==> config.mk <==
export PLATFORM = sky130hd
export DESIGN_NAME = wb_cmd_initiator
export DESIGN_NICKNAME = d
export VERILOG_FILES = /design/src/rtl/wb_cmd_initiator.sv
export SDC_FILE = /design/constraint.sdc
export NUM_CORES = 1
export LEC_CHECK = 0
export ABC_AREA = 1
export BUFFER_PORTS_ARGS = -buffer_cell sky130_fd_sc_hd__buf_4
export CAP_MARGIN = 20
export CORE_MARGIN = 2
export CORE_UTILIZATION = 33
export CTS_CLUSTER_DIAMETER = 150
export CTS_CLUSTER_SIZE = 14
export DETAILED_ROUTE_END_ITERATION = 8
export GPL_ROUTABILITY_DRIVEN = 1
export HOLD_SLACK_MARGIN = 0.03
export PLACE_DENSITY_LB_ADDON = 0.1
export SYNTH_ARGS = -nofsm -noshare
export SYNTH_HDL_FRONTEND = slang
export SYNTH_SLANG_ARGS = --single-unit
==> constraint.sdc <==
create_clock -name WB_CLK -period 6.4 [get_ports WB_CLK]
set_clock_uncertainty 0.05 [all_clocks]
set_input_delay 1.28 -clock WB_CLK [delete_from_list [all_inputs] [get_ports WB_CLK]]
set_output_delay 1.28 -clock WB_CLK [all_outputs]
set_load 0.05 [all_outputs]
==> src/rtl/wb_cmd_initiator.sv <==
// Wishbone classic initiator: one bus cycle per valid/ready command, with a bounded
// ACK wait that aborts the cycle and returns an error response on timeout.
module wb_cmd_initiator #(
    parameter int          ADDRWIDTH          = 17,
    parameter int          DATAWIDTH          = 32,
    parameter int          TIMEOUT_CYCLES     = 16,
    parameter int          TIMEOUT_CNTR_WIDTH = 5,
    parameter logic [31:0] DEFAULT_READ_VALUE = 32'hBAD_FAB_AC
) (
    input  logic                 WB_CLK,
    input  logic                 WB_RST,
    input  logic                 cmd_valid_i,
    output logic                 cmd_ready_o,
    input  logic                 cmd_we_i,
    input  logic [ADDRWIDTH-1:0] cmd_adr_i,
    input  logic [DATAWIDTH-1:0] cmd_dat_i,
    input  logic [3:0]           cmd_byte_stb_i,
    output logic                 rsp_valid_o,
    input  logic                 rsp_ready_i,
    output logic [DATAWIDTH-1:0] rsp_dat_o,
    output logic                 rsp_err_o,
    output logic [ADDRWIDTH-1:0] WBs_ADR_o,
    output logic                 WBs_CYC_o,
    output logic                 WBs_STB_o,
    output logic                 WBs_WE_o,
    output logic                 WBs_RD_o,
    output logic [3:0]           WBs_BYTE_STB_o,
    output logic [DATAWIDTH-1:0] WBs_WR_DAT_o,
    input  logic [DATAWIDTH-1:0] WBs_RD_DAT_i,
    input  logic                 WBs_ACK_i
);

    typedef enum logic [1:0] {
        ST_IDLE = 2'd0,
        ST_BUS  = 2'd1,
        ST_RESP = 2'd2
    } state_t;

    localparam logic [TIMEOUT_CNTR_WIDTH-1:0] CNT_LAST = TIMEOUT_CNTR_WIDTH'(TIMEOUT_CYCLES - 1);

    state_t                        state_r;
    logic [TIMEOUT_CNTR_WIDTH-1:0] cnt_r;

    assign cmd_ready_o = (state_r == ST_IDLE);

    // Command/bus/response sequencer; every output except cmd_ready_o is a register here.
    always_ff @(posedge WB_CLK or posedge WB_RST) begin
        if (WB_RST) begin
            state_r        <= ST_IDLE;
            cnt_r          <= '0;
            rsp_valid_o    <= 1'b0;
            rsp_err_o      <= 1'b0;
            rsp_dat_o      <= '0;
            WBs_ADR_o      <= '0;
            WBs_CYC_o      <= 1'b0;
            WBs_STB_o      <= 1'b0;
            WBs_WE_o       <= 1'b0;
            WBs_RD_o       <= 1'b0;
            WBs_BYTE_STB_o <= 4'h0;
            WBs_WR_DAT_o   <= '0;
        end else begin
            case (state_r)
                ST_IDLE: begin
                    if (cmd_valid_i) begin
                        state_r        <= ST_BUS;
                        cnt_r          <= '0;
                        WBs_CYC_o      <= 1'b1;
                        WBs_STB_o      <= 1'b1;
                        WBs_WE_o       <= cmd_we_i;
                        WBs_RD_o       <= ~cmd_we_i;
                        WBs_ADR_o      <= cmd_adr_i;
                        WBs_WR_DAT_o   <= cmd_dat_i;
                        WBs_BYTE_STB_o <= cmd_we_i ? cmd_byte_stb_i : 4'hF;
                    end
                end
                ST_BUS: begin
                    // ACK is checked before the timeout so a last-cycle ACK still succeeds.
                    if (WBs_ACK_i) begin
                        state_r        <= ST_RESP;
                        WBs_CYC_o      <= 1'b0;
                        WBs_STB_o      <= 1'b0;
                        WBs_WE_o       <= 1'b0;
                        WBs_RD_o       <= 1'b0;
                        WBs_BYTE_STB_o <= 4'h0;
                        rsp_valid_o    <= 1'b1;
                        rsp_err_o      <= 1'b0;
                        rsp_dat_o      <= WBs_WE_o ? {DATAWIDTH{1'b0}} : WBs_RD_DAT_i;
                    end else if (cnt_r == CNT_LAST) begin
                        state_r        <= ST_RESP;
                        WBs_CYC_o      <= 1'b0;
                        WBs_STB_o      <= 1'b0;
                        WBs_WE_o       <= 1'b0;
                        WBs_RD_o       <= 1'b0;
                        WBs_BYTE_STB_o <= 4'h0;
                        rsp_valid_o    <= 1'b1;
                        rsp_err_o      <= 1'b1;
                        rsp_dat_o      <= DEFAULT_READ_VALUE;
                    end else begin
                        cnt_r <= cnt_r + TIMEOUT_CNTR_WIDTH'(1);
                    end
                end
                ST_RESP: begin
                    if (rsp_ready_i) begin
                        state_r     <= ST_IDLE;
                        rsp_valid_o <= 1'b0;
                        rsp_err_o   <= 1'b0;
                    end
                end
                default: begin
                    state_r        <= ST_IDLE;
                    cnt_r          <= '0;
                    rsp_valid_o    <= 1'b0;
                    rsp_err_o      <= 1'b0;
                    WBs_CYC_o      <= 1'b0;
                    WBs_STB_o      <= 1'b0;
                    WBs_WE_o       <= 1'b0;
                    WBs_RD_o       <= 1'b0;
                    WBs_BYTE_STB_o <= 4'h0;
                end
            endcase
        end
    end

endmodule

# Yosys cells after proc, flatten, opt, wreduce, memory -nomap -nowiden
# Cells that the tools add are included.
[classes]
reduce_logical = 8
n_bitwise = 3
eq_ne = 8
mux = 31
addsub = 1
[op_table]
columns = ["op", "n"]
rows = [
  ["32-bit two-way mux", 3],
  ["4-bit two-way mux", 4],
  ["5-bit two-way mux", 3],
  ["1-bit case mux with 3 select lines", 5],
  ["5-bit case mux with 3 select lines", 1],
  ["4-bit case mux with 3 select lines", 1],
  ["1-bit two-way mux", 9],
  ["3-bit AND reduction", 3],
  ["2-bit two-way mux", 4],
  ["2-bit inequality test, second input constant", 4],
  ["2-bit case mux with 3 select lines", 1],
  ["5-bit by 1-bit adder with 5-bit output, second input constant", 1],
  ["5-bit by 4-bit == test with 1-bit output, second input constant", 1],
  ["2-bit AND reduction", 2],
  ["4-bit AND reduction", 1],
  ["3-bit inequality test, second input constant", 1],
  ["1-bit inverter", 3],
  ["2-bit by 1-bit == test with 1-bit output, second input constant", 1],
  ["2-bit == test, second input constant", 1],
  ["2-bit zero test", 1],
  ["2-bit nonzero test", 1],
]
[totals]
output_inout_bits = 92
inputBits = 91
word_cells = 62
register_bits = 97

# Logic depth before layout (Yosys ltp)
[logic_depth]
word_depth = 4
ltp_mapped = 11
ltp_nobuf = 11

# Least setup slack after synthesis
# No wires, ideal clock.
[synth_timing]
path_type = "register -> output"
from = "register WBs_STB_o"
to = "output port WBs_STB_o"
t_arrival_ps = 904
path_stages_with_launch = 2
required_time_ps = 5070
path_buffers = 1
setup_slack_ps = 4166
path_cell_list = "dfrtp_1 buf_4"
[synth_rtl]
columns = ["element", "line", "source"]
rows = [
  ["start, declared", "24", "output logic WBs_STB_o,"],
  ["start signal, assigned", "56", "WBs_STB_o <= 1'b0;"],
  ["start signal, assigned", "68", "WBs_STB_o <= 1'b1;"],
  ["start signal, assigned", "81", "WBs_STB_o <= 1'b0;"],
]
# No word-level cell between the ends.

# Worst setup path in the final report
[layout_timing]
from = "input port cmd_valid_i"
to = "register WBs_BYTE_STB_o[0]"
[layout_via]
elab_chain_cells = 2
[layout_lines]
columns = ["element", "line", "source"]
rows = [
  ["start, declared", "12", "input logic cmd_valid_i,"],
  ["2-bit inequality test (no line)", "-", ""],
  ["3-bit AND reduction (no line)", "-", ""],
  ["end signal, assigned", "73", "WBs_BYTE_STB_o <= cmd_we_i ? cmd_byte_stb_i : 4'hF;"],
  ["end, declared", "27", "output logic [3:0] WBs_BYTE_STB_o,"],
]
# No other way between the ends.
# A chain may end at the register's enable or synchronous reset.

==> flow_summary_export.csv <==
group,metric,value,unit
route,viasPerCell,4.424,
route,top_layer_used,"met4",
global_routing,track_usage,15.64,%
route,wl_met1,4.176,mm
power,p_comb_share,55.9,%
finish,synthToLayoutAreaGrowth,44.96,%
setup_path,arrival,2.83,ns
finish,drive_gt1_share,34.46,%
cts,cts_tree,"yes",
place,io_buffer_count,182,
power,power.density,654.4,nW/µm²
setup_path,crit_path_end_kind,"flip-flop",
synthesis,synth_nets,534,
route,wl_met3,949,µm
global_routing,overflow,0,
route,first_iter_violations,131,
power,p_sw,1.889,mW
die,die_x,112.7,µm
route,wl_per_cell,12.94,µm
sta,fmaxAchievable,383.0,MHz
power,power.switching_fraction,51.04,%
global_routing,grt_pass1_wl,16.02,mm
setup_path,critPathMaxFanout,54,
synthesis,synthFlopType,"dfrtp_1",
finish,final_nets,709,
route,drtAntennaViolNets,0,
cts,postCtsSetupBuffers,0,
die,boundaryPins,183,
setup_path,required,6.62,ns
synthesis,syn_inst,441,
synthesis,synth_top_area_share,62.22,%
synthesis,yosysMostFrequentCell,"nand2_1",
setup_path,cp-start-kind,"input pin",
worst_hold_path,hold_path_class,"reg2reg",
global_routing,grt_pass1_vias,3349,
synthesis,yosys.area.top_type,"dfrtp_1",
cts,clkSlewWorstSetupHoldPaths,0.06,ns
sta,min_period,2.611,ns
power,leakage,3.088,nW
synthesis,ys_ff_latch,97,
cts,cts_hold_buffers,0,
sta,setup_viol,0,
sta,final-max-slew-violation-count,0,
place,place_hpwl,6.952,mm
die,die_height,112.7,µm
global_routing,antenna_found_initial,0,
die,initial_core_util,34.02,%
global_routing,grt_max_degree,55,
synthesis,ys_warn_count,0,
synthesis,synth_enable_flop_cells,0,
power,p_int,1.812,mW
finish,n_antenna_cell,0,
power,pwr-share-clk,14.8,%
route,detail_route.first_pass.iterations,4,
route,wl,9.889,mm
die,coreArea,11470,µm²
die,floorplan.rows,39,
run,cap_violations,0,
synthesis,ys_seq_area_share,62.22,%
synthesis,syn_area,3901,µm²
route,vias,3380,
route,drc,0,
cts,cts_buffer_depth,2,
synthesis,synth.distinct_cells,21,
die,dieArea,12710,µm²
synthesis,synth.avg_cell_area,8.846,µm²
setup_path,reg2reg_slack,4.17,ns
setup_path,critPathKind,"in2reg",
power,p_seq_share,29.3,%
synthesis,async_reset_ff_share,100.0,%
sta,slew_headroom,41.02,%
run_status,status,"complete, no violations",
power,worst_ir_drop_vdd,360.2,µV
cts,htreeDepth,3,
cts,cts_sinks,97,
route,wl_met2,4.604,mm
synthesis,synth_common_cells,"nand2_1 (224), dfrtp_1 (97), nor2_1 (28)",
sta,period_share,40.80,%
synthesis,synth.area.top_cells,"dfrtp_1 (62%), nand2_1 (22%), a21oi_1 (2.8%)",
sta,finalHoldViolations,0,
cts,root_buffer,"clkbuf_16",
finish,fin_util,49.32,%
cts,numCtsBuffers,9,
sta,max_slew.worst_pin.slew,0.8837,ns
place,gp_congestion,0.7669,
cts,worstSkewPairLatency,0.33,ns
sta,tns,0,ns
cts,cts_resized,0,
sta,rsz0062_at_grt,"no",
worst max-delay path: stages:
cell	delay, ns
buf_4	0.11
nand2_4	0.30
inv_2	0.76
o21ai_0	0.22
nand2_1	0.11
registers in the layout, indices dropped and copies added, names as in the netlist:
name,flops
WBs_WR_DAT_o,32
rsp_dat_o,32
WBs_ADR_o,17
cnt_r,5
WBs_BYTE_STB_o,4
state_r,2
WBs_RD_o,1
WBs_STB_o,1
WBs_WE_o,1
rsp_err_o,1
rsp_valid_o,1
power by group through the flow:
stage	logic [mW]	clock network, mW	registers (mW)
2_1_floorplan	0.513	0	2.03
3_3_place_gp	2.08	0	1.09
3_5_place_dp	2.10	0	1.09
4_1_cts	2.10	0.568	1.09
5_1_grt	2.20	0.593	1.12
6_report	2.07	0.549	1.08
metrics by stage:
stage | hold WS (ns) | setup WS [ns] | instances | power, mW | area [µm²]
5_1_grt | 0.4543 | 3.515 | 764 | 3.914 | 5655
2_1_floorplan | 0.4499 | 2.536 | 441 | 2.544 | 3901
4_1_cts | 0.4325 | 3.725 | 764 | 3.752 | 5655
3_3_place_gp | 0.4120 | 3.416 | 748 | 3.170 | 5346
3_5_place_dp | 0.4138 | 3.373 | 748 | 3.187 | 5346
6_report | 0.4273 | 3.789 | 764 | 3.701 | 5655
cell usage in the layout, fill, tap and decap left out, drive strengths merged, types with 2 or more instances in the layout:
cell type / count
dfrtp: 97
ha: 2
buf: 184
nor2: 31
a21oi: 22
nand3: 4
clkbuf: 14
o21ai: 22
inv: 14
nand2: 227
path summary, 6_finish.rpt:
check | end | cells past startpoint | start
worst min register to register | WBs_BYTE_STB_o[0]$_DFFE_PP0P_ | 2 | WBs_BYTE_STB_o[0]$_DFFE_PP0P_
min in group asynchronous | WBs_ADR_o[16]$_DFFE_PP0P_ | 2 | WB_RST
worst max register to register | cnt_r[4]$_DFFE_PP0P_ | 9 | cnt_r[0]$_DFFE_PP0P_
worst max-delay path | WBs_BYTE_STB_o[0]$_DFFE_PP0P_ | 5 | cmd_valid_i
worst min-delay path | WBs_BYTE_STB_o[0]$_DFFE_PP0P_ | 2 | WBs_BYTE_STB_o[0]$_DFFE_PP0P_
max in group asynchronous | rsp_dat_o[23]$_DFFE_PP0P_ | 3 | WB_RST
area by class of cell:
type / instances / area (µm²)
fill: 1124 / 5812
multi-input combinational: 310 / 1304
sequential: 97 / 2427
tap: 143 / 178.9
clock inverter: 2 / 35.03
clock buffer: 14 / 274.0
timing repair buffer: 184 / 1381
inverter: 14 / 55.05
layer usage:
| layer | track usage, % | up-vias |
|---|---|---|
| met5 | 0 | - |
| met4 | 5.041 | 0 |
| met3 | 6.802 | 13 |
| met2 | 24.95 | 118 |
| met1 | 19.20 | 1542 |
| li1 | - | 1707 |
cell families (layout without fill, tap and decap cells):
kind of cell | after synthesis | after routing | synth area share, %
AO/OA/AOI/OAI | 44 | 44 | 6.222
flip-flops | 97 | 97 | 62.22
adder cells (fa/ha/maj) | 2 | 2 | 0.6413
buffers and inverters | 34 | 214 | 4.362
AND/OR/NAND/NOR | 264 | 264 | 26.56
(Power assumes the default switching activity.)
